--- src/rtl/instruction_fetch_unit.sv ---
// Fetch PC owner, sync-read IMEM initiator and skid FIFO toward decode.
// Optional IFU_BUBBLE_CNT_EN adds the PERF_BUBBLES starvation counter.
module instruction_fetch_unit #(
    parameter int unsigned          ADDR_W     = 32,
    parameter int unsigned          DATA_W     = 32,
    parameter logic [ADDR_W-1:0]    RESET_PC   = '0,
    parameter int unsigned          FIFO_DEPTH = 2
) (
    input  logic                CLK,
    input  logic                RST,
    output logic [ADDR_W-1:0]   IMEM_ADDR,
    input  logic [DATA_W-1:0]   IMEM_DATA,
    output logic [DATA_W-1:0]   INSTR,
    output logic [ADDR_W-1:0]   INSTR_PC,
    output logic                INSTR_VALID,
    input  logic                INSTR_READY,
`ifdef IFU_BUBBLE_CNT_EN
    output logic [31:0]         PERF_BUBBLES,
`endif
    input  logic                BRANCH_EN,
    input  logic [ADDR_W-1:0]   BRANCH_TARGET
);

    localparam int unsigned CW = $clog2(FIFO_DEPTH + 1);
    localparam int unsigned PW = (FIFO_DEPTH > 1) ? $clog2(FIFO_DEPTH) : 1;

    logic [ADDR_W-1:0] fetch_pc_q, fetch_pc_d;
    logic [ADDR_W-1:0] tag_q, tag_d;
    logic              issue_q, issue_d;
    logic [CW-1:0]     count_q, count_d;
    logic [PW-1:0]     rd_ptr_q, rd_ptr_d;
    logic [PW-1:0]     wr_ptr_q, wr_ptr_d;
    logic [DATA_W-1:0] data_q [FIFO_DEPTH];
    logic [ADDR_W-1:0] pc_q   [FIFO_DEPTH];

    logic              valid;
    logic              pop;
    logic              push;
    logic              issue_ok;
    logic [CW:0]       occupancy;

    function automatic logic [PW-1:0] ptr_next(input logic [PW-1:0] p);
        return (p == PW'(FIFO_DEPTH - 1)) ? '0 : p + 1'b1;
    endfunction

    assign valid = (count_q != '0);
    assign pop   = valid & INSTR_READY;
    assign push  = issue_q & ~BRANCH_EN;

    // Slots already promised: buffered words plus the read in flight, minus the one leaving.
    assign occupancy = ({1'b0, count_q} + (CW+1)'(issue_q)) - (CW+1)'(pop);
    assign issue_ok  = ~BRANCH_EN & (occupancy < (CW+1)'(FIFO_DEPTH));

    always_comb begin
        fetch_pc_d = fetch_pc_q;
        tag_d      = tag_q;
        issue_d    = issue_q;
        count_d    = count_q;
        rd_ptr_d   = rd_ptr_q;
        wr_ptr_d   = wr_ptr_q;
        if (BRANCH_EN) begin
            fetch_pc_d = BRANCH_TARGET;
            issue_d    = 1'b0;
            count_d    = '0;
            rd_ptr_d   = '0;
            wr_ptr_d   = '0;
        end else begin
            if (issue_ok) begin
                tag_d      = fetch_pc_q;
                issue_d    = 1'b1;
                fetch_pc_d = fetch_pc_q + 1'b1;
            end else begin
                issue_d    = 1'b0;
            end
            if (push) wr_ptr_d = ptr_next(wr_ptr_q);
            if (pop)  rd_ptr_d = ptr_next(rd_ptr_q);
            count_d = count_q + CW'(push) - CW'(pop);
        end
    end

    always_ff @(posedge CLK or posedge RST) begin
        if (RST) begin
            fetch_pc_q <= RESET_PC;
            tag_q      <= '0;
            issue_q    <= 1'b0;
            count_q    <= '0;
            rd_ptr_q   <= '0;
            wr_ptr_q   <= '0;
        end else begin
            fetch_pc_q <= fetch_pc_d;
            tag_q      <= tag_d;
            issue_q    <= issue_d;
            count_q    <= count_d;
            rd_ptr_q   <= rd_ptr_d;
            wr_ptr_q   <= wr_ptr_d;
        end
    end

    always_ff @(posedge CLK or posedge RST) begin
        if (RST) begin
            for (int i = 0; i < int'(FIFO_DEPTH); i++) begin
                data_q[i] <= '0;
                pc_q[i]   <= '0;
            end
        end else if (push) begin
            data_q[wr_ptr_q] <= IMEM_DATA;
            pc_q[wr_ptr_q]   <= tag_q;
        end
    end

    assign IMEM_ADDR   = fetch_pc_q;
    assign INSTR_VALID = valid;
    assign INSTR       = valid ? data_q[rd_ptr_q] : '0;
    assign INSTR_PC    = valid ? pc_q[rd_ptr_q]   : '0;

`ifdef IFU_BUBBLE_CNT_EN
    logic [31:0] bubbles_q;

    always_ff @(posedge CLK or posedge RST) begin
        if (RST) begin
            bubbles_q <= '0;
        end else if (INSTR_READY & ~valid & (bubbles_q != '1)) begin
            bubbles_q <= bubbles_q + 32'd1;
        end
    end

    assign PERF_BUBBLES = bubbles_q;
`endif

endmodule

--- config.mk ---
export PLATFORM = sky130hd
export DESIGN_NAME = instruction_fetch_unit
export DESIGN_NICKNAME = d
export VERILOG_FILES = /design/src/rtl/instruction_fetch_unit.sv
export SDC_FILE = /design/constraint.sdc
export NUM_CORES = 1
export LEC_CHECK = 0
export CAP_MARGIN = 20
export CELL_PAD_IN_SITES_DETAIL_PLACEMENT = 0
export CELL_PAD_IN_SITES_GLOBAL_PLACEMENT = 1
export CORE_MARGIN = 2
export CORE_UTILIZATION = 42
export DETAILED_ROUTE_END_ITERATION = 6
export PLACE_DENSITY = 0.87
export SLEW_MARGIN = 0
export SYNTH_ARGS = -nofsm -noshare
export SYNTH_HDL_FRONTEND = slang
export SYNTH_SLANG_ARGS = --single-unit
export TNS_END_PERCENT = 5
--- constraint.sdc ---
create_clock -name CLK -period 7.69 [get_ports CLK]
set_input_delay 1.538 -clock CLK [delete_from_list [all_inputs] [get_ports CLK]]
set_output_delay 1.538 -clock CLK [all_outputs]
set_load 0.02 [all_outputs]
==> summary.md, run 1 <==
| Metric | Value |
|---|---|
| Min Tclk post-route | around 4.4 ns |
| Post-synth EDFFs | 0 |
| WL met3 | between 1000 and 1500 µm |
| Post-synth top flop | dfrtp_1 |
| Syn Nets | 820 |
| Worst Skew | 0.01025 ns |
| Nets | between 900 and 1000 |
| Total number of vias | between 6000 and 7000 |
| Leak | approximately 4.6 nW |
| Mapped Area | 9129 µm² |
| Setup TNS | 0 ns |
| Avg Cell Area, Syn | roughly 12 µm² |
| Clk sinks | between 150 and 200 |
| Multi-input gate area | ~4000 µm² |
| Crit Path Class | flip-flop to primary output |
| DRC violations left | 0 |
| Fmax | 228.0 MHz |
| PwrDens | between 300 and 400 nW/µm² |
| Synth cell types | 48 |
| DRT antenna net count | 0 |
| Via density per instance | around 5.3 |
| Crit path cell chain | buf_4 > mux2i_1 > nor2_1 > clkdlybuf4s50_1 |
| Die Y | approximately 150 µm |
| Core box area | approximately 21000 µm² |
| Top post-synthesis cells by area | dfrtp_1 (54%), mux2_2 (19%), mux2i_1 (7.1%), nor2_1 (3.6%), nand2_1 (1.4%) |
| Synthesis Warnings | 0 |
| Initial Utilization | 0.4315 |
| IR Drop Worst-Case VDD | 0.1819 mV |
| Data arrival, critical path | 2.85 ns |
| Post-Synthesis Cells | roughly 750 |
| Grt total ovfl | 0 |
| Post-Place Cell Area | ~11000 µm² |
| Worst EP required | 6.15 ns |
| Pre-antenna DRT Iters | 5 |
| I/O pins | 165 |
| Worst Hold Class | flip-flop to flip-flop |
| CTS tree | yes |
| Number of gates resized after CTS | 0 |
| Yosys reg bits | about 200 |
| PortBufs | about 160 |
| Setup-failing EPs final | 0 |
| Final HPWL DP | around 13000 µm |
| Sequential Area | 4933 µm² |
| WL met2 | ~9300 µm |
| Fin. max-slew vios | 0 |
| Final Hold Fails | 0 |
| Htree depth | 4 |
| Postcts setup bufs | 0 |
| RSZ-0062 raised after global routing | false |
| Clk buf depth | 2 |
| Post-synth top cells | dfrtp_1 (197), mux2_2 (153), nor2_1 (88) |
| Synth top area share | 0.5400 |
| Clock transition at path regs | ~0.070 ns |
| Iteration-0 DRC count of the detailed router | ~270 |
| Post-Route WL | just over 20000 µm |
| Worst setup SP type | flip-flop |
| Filler cells | 1785 |
| Met1 WL | slightly below 10000 µm |
| Post-synth ARST share | 1.000 |
| Gpl congestion | between 0.7 and 0.8 |
| First-pass GRT wire length | roughly 33000 µm |
| Crit-path max FO | 55 |
| Clk root buf | clkbuf_16 |
| Initial antenna violation count | 0 |
| Skew-Pair Late Insertion Delay | 0.43 ns |
| Count leader, synth | dfrtp_1 |
| Routed len/inst | about 17 µm |
| Worst slew margin | 0.3166 |
| CP top delay family | buffers and inverters |
| Critical Path Max Stage Delay | ~0.83 ns |
| WP buf/inv | 2 |
| Cts hold-fix bufs | 0 |
| Worst setup EP type | primary output |
| Max-cap violations | 0 |
| Num CTS Buffers | 17 |
| Layout cells sized above 1 | 0.2254 |
| Total GRT Usage | 0.1841 |
| Post-synth top area cell | dfrtp_1 |
| Area delta synth->final | 26.51% |
| Largest net degree at the start of global routing | around 130 |
| Post-layout instance area | ~12000 µm² |
| Status | finished clean |
| Vias in the first global route | just over 6000 |
| Least-Margin Pin Slew | 1.023 ns |
| # rows | 53 |
| Top routing layer used | met4 |
| Die Area | between 20000 and 25000 µm² |
| Slowest stage cell on the critical path | buf_4 |
| Antenna Cells | 0 |
| Final Cycle Share | 0.5704 |
| Die X | roughly 150 µm |
| Register area share after synthesis | 0.5400 |
==> state kept, by name (all words and copies together), names as in the netlist <==
signal     flops
pc_q          64
wr_ptr_q       1
rd_ptr_q       1
count_q        2
data_q        64
tag_q         32
IMEM_ADDR     32
issue_q        1
==> cells in the final DEF (no fill, tap or decap), types with 2 or more instances in the layout <==
master and instances:
dfrtp_1 196, clkdlybuf4s50_1 163, mux2_2 153, nor2_1 86
mux2i_1 65, nand2_1 32, nand3_1 22, o21ai_0 17
clkbuf_16 17, or4_1 13, nand4_1 13, a31oi_1 10
o31ai_1 7, mux2_1 7, inv_1 7, xnor2_1 7
nor2b_1 6, inv_6 6, o211ai_1 5, or3_1 5
xor2_1 5, buf_4 5, nor3_1 4, a311o_1 4
a22oi_1 3, and4_1 3, clkinv_8 3, nor4_1 2
nor2_4 2, nor4bb_1 2, inv_8 2, and3_2 2
or2_2 2, and2_1 2, and3_1 2, ha_1 2
clkinv_2 2
==> routing by layer <==
layer  GRT usage  up-vias
met4     0.04673        0
met3     0.04789        8
li1            -     2959
met1      0.2648     3104
met2      0.2783      180
met5           0        -
==> final cells by class <==
cell class              count  area share
inverters                   9    0.003575
clock inverters            14     0.01203
flip-flops and latches    197      0.4272
clock buffers              18     0.03716
well taps                 275     0.02979
multi-input cells         498      0.3453
repair buffers            169      0.1450
==> where the power goes <==
part / internal (W) / switching [W]
clock: 0.000430 / 0.000421
sequential: 0.00149 / 0.000295
combinational: 0.000951 / 0.000829
total: 0.00287 / 0.00155
==> path summary, 6_finish.rpt <==
kind	startpoint	endpoint	slack, ns	cells after the start
hold / removal	data_q[30]	data_q[30]	0.50	1
hold reg to reg	data_q[30]	data_q[30]	0.50	1
min in group asynchronous	RST	data_q[19]	1.72	2
setup reg to reg	count_q[1]	tag_q[30]	4.48	8
setup / recovery	rd_ptr_q	INSTR_PC[31]	3.30	4
max in group asynchronous	RST	tag_q[20]	4.57	3
==> per-stage QoR <==
| step | setup slack (ns) | total power, W | hold slack, ns | util | cells |
|---|---|---|---|---|---|
| 2_1_floorplan | 0.7830 | 0.002943 | 0.4710 | - | 749 |
| 3_3_place_gp | 3.005 | 0.003551 | 0.4861 | 0.5191 | 1148 |
| 3_5_place_dp | 2.950 | 0.003615 | 0.4931 | 0.5191 | 1148 |
| 4_1_cts | 3.236 | 0.004475 | 0.5089 | 0.5459 | 1180 |
| 5_1_grt | 3.112 | 0.004720 | 0.5177 | 0.5459 | 1180 |
| 6_report | 3.304 | 0.004418 | 0.5046 | 0.5459 | 1180 |
==> cells by family after synthesis <==
family / count (synthesis) / share of synthesized area
flip-flops: 197 / 0.5400
AO/OA/AOI/OAI: 51 / 0.03673
XOR/XNOR: 13 / 0.01330
multiplexers: 225 / 0.2686
AND/OR/NAND/NOR: 206 / 0.1099
adder cells (fa/ha/maj): 3 / 0.004934
buffers and inverters: 54 / 0.02645
Note: power is estimated with default switching activity, not from simulation.
==> run 2: changes to the inputs <==
Clock period 7.69 ns to 4.23 ns, I/O delays scaled along.
==> summary.md, run 2 (synthesis gave the netlist of run 1 again) <==
| Metric | Value |
|---|---|
| Clk sinks | around 200 |
| Skew-Pair Late Insertion Delay | about 0.42 ns |
| DRT antenna net count | 0 |
| Post-layout instance area | about 12000 µm² |
| # rows | 53 |
| Total number of vias | about 6400 |
| Clk buf depth | 2 |
| Final Cycle Share | 0.7808 |
| Vias in the first global route | between 6000 and 7000 |
| Worst setup SP type | flip-flop |
| Biggest regs | data_q (64), pc_q (64) |
| I/O pins | approximately 170 |
| Worst Hold Class | flip-flop to flip-flop |
| Layout cells sized above 1 | 0.2311 |
| Gpl congestion | roughly 0.8 |
| Die X | 151.4 µm |
| Postcts setup bufs | 0 |
| Post-Route WL | about 20000 µm |
| Setup-failing EPs final | 0 |
| Final Hold Fails | 0 |
| Filler cells | approximately 1800 |
| IR Drop Worst-Case VDD | approximately 0.29 mV |
| Routed len/inst | 17.24 µm |
| Clock transition at path regs | ~0.07 ns |
| Most common cell after layout, fill and taps aside | dfrtp_1 |
| WHS | roughly 0.5 ns |
| Nets | between 900 and 1000 |
| Clk pwr share | 0.200 |
| P_sw | about 0.0028 W |
| Grt total ovfl | 0 |
| DRC violations left | 0 |
| Comb pwr share | 0.401 |
| Die Area | between 20000 and 25000 µm² |
| Least-Margin Pin Slew | 0.9858 ns |
| Worst Skew | 0.01053 ns |
| Data arrival, critical path | about 2.5 ns |
| Reg2reg start | count_q[1] |
| Min Tclk post-route | approximately 3.3 ns |
| Worst setup EP type | primary output |
| Placed cell count | roughly 1200 |
| Via density per instance | between 5 and 6 |
| Most frequent cells in the layout | dfrtp_1 (196), clkdlybuf4s50_1 (163), mux2_2 (153), nor2_1 (86), mux2i_1 (65) |
| Fin cells | approximately 1200 |
| Fmax | 302.8 MHz |
| Antenna Cells | 0 |
| Hold path start | pc_q[2] |
| Clk root buf | clkbuf_16 |
| Worst EP required | between 3 and 4 ns |
| PortBufs | around 160 |
| CTS tree | yes |
| Num CTS Buffers | 17 |
| Tot Pwr | about 0.008 W |
| Die Y | roughly 150 µm |
| Internal Pwr Total | 0.005399 W |
| Largest net degree at the start of global routing | 69 |
| Crit Path Class | flip-flop to primary output |
| Iteration-0 DRC count of the detailed router | 349 |
| Status | finished clean |
| RSZ-0062 raised after global routing | false |
| Cts hold-fix bufs | 0 |
| Pre-antenna DRT Iters | 4 |
| Leak | around 4.7 nW |
| Setup TNS | 0 ns |
| Core box area | 21150 µm² |
| First-pass GRT wire length | 32810 µm |
| Fin. max-slew vios | 0 |
| Final HPWL DP | 14050 µm |
| Area delta synth->final | 28.12% |
| Crit-path max FO | 20 |
| Switching Share | 0.3399 |
| PwrDens | between 600 and 700 nW/µm² |
| Post-Place Cell Area | about 11000 µm² |
| Initial Utilization | 0.4315 |
| Worst slew margin | 0.3428 |
| Sequential share of power | 0.399 |
| Number of gates resized after CTS | 0 |
| Initial antenna violation count | 0 |
| Max-cap violations | 0 |
| Htree depth | 4 |
| Total GRT Usage | 0.1840 |
| Critical path origin | rd_ptr_q |
[run 2: cell count changes in the layout (fill, tap and decap cells not counted)]
cell / change
clkinvlp_4: +1
bufinv_16: +2
clkinv_2: -1
clkbuf_8: +2
buf_4: +3
buf_12: +5
inv_8: -1
clkbuf_1: +1
inv_6: -1
clkinv_8: -3
[run 2: worst paths after layout]
kind | slack [ns] | cells after the start | endpoint
max | 0.93 | 4 | INSTR_PC[16]
min | 0.50 | 1 | pc_q[2]
max reg2reg | 1.38 | 8 | IMEM_ADDR[20]
min reg2reg | 0.50 | 1 | pc_q[2]
max in group asynchronous | 2.44 | 3 | pc_q[28]
min in group asynchronous | 0.98 | 2 | pc_q[37]
[run 2: layout make-up]
class	count	area (µm²)	share of cell area
Sequential cell	197	4933	0.4218
Multi-Input combinational cell	498	3988	0.3409
Clock buffer	21	460.4	0.03937
Clock inverter	11	136.4	0.01166
Tap cell	275	344.1	0.02942
Inverter	9	37.54	0.003209
Timing Repair Buffer	177	1797	0.1536
[run 2: stage by stage]
| stage | setup slack, ns | util |
|---|---|---|
| after floorplan | 0.8376 | - |
| after global placement | 0.6435 | 0.5247 |
| after detailed placement | 0.6035 | 0.5247 |
| after CTS | 0.8828 | 0.5529 |
| after global routing | 0.7684 | 0.5529 |
| final | 0.9274 | 0.5529 |
[run 2: power groups by stage]
| stage | sequential [W] | clock [W] | combinational (W) |
|---|---|---|---|
| detailed placement | 0.00331 | 0 | 0.00332 |
| CTS | 0.00327 | 0.00168 | 0.00333 |
| global placement | 0.00326 | 0 | 0.00325 |
| global route | 0.00338 | 0.00177 | 0.00356 |
| floorplan | 0.00314 | 0 | 0.00221 |
| finish | 0.00327 | 0.00164 | 0.00328 |
[run 2: metal layers]
metal / global-route usage / vias to the layer above / wire, µm
met5: 0 / - / 0
met4: 0.03925 / 0 / 123
met3: 0.03855 / 12 / 1185
met2: 0.2776 / 190 / 9218
met1: 0.2744 / 3170 / 9951
li1: - / 2982 / -
[run 2: critical path, stage by stage (launching register included)]
cell             delay (ns)
dfrtp_4                0.68
buf_4                  0.43
mux2i_1                0.13
nor2_1                 0.15
clkdlybuf4s50_1        0.63
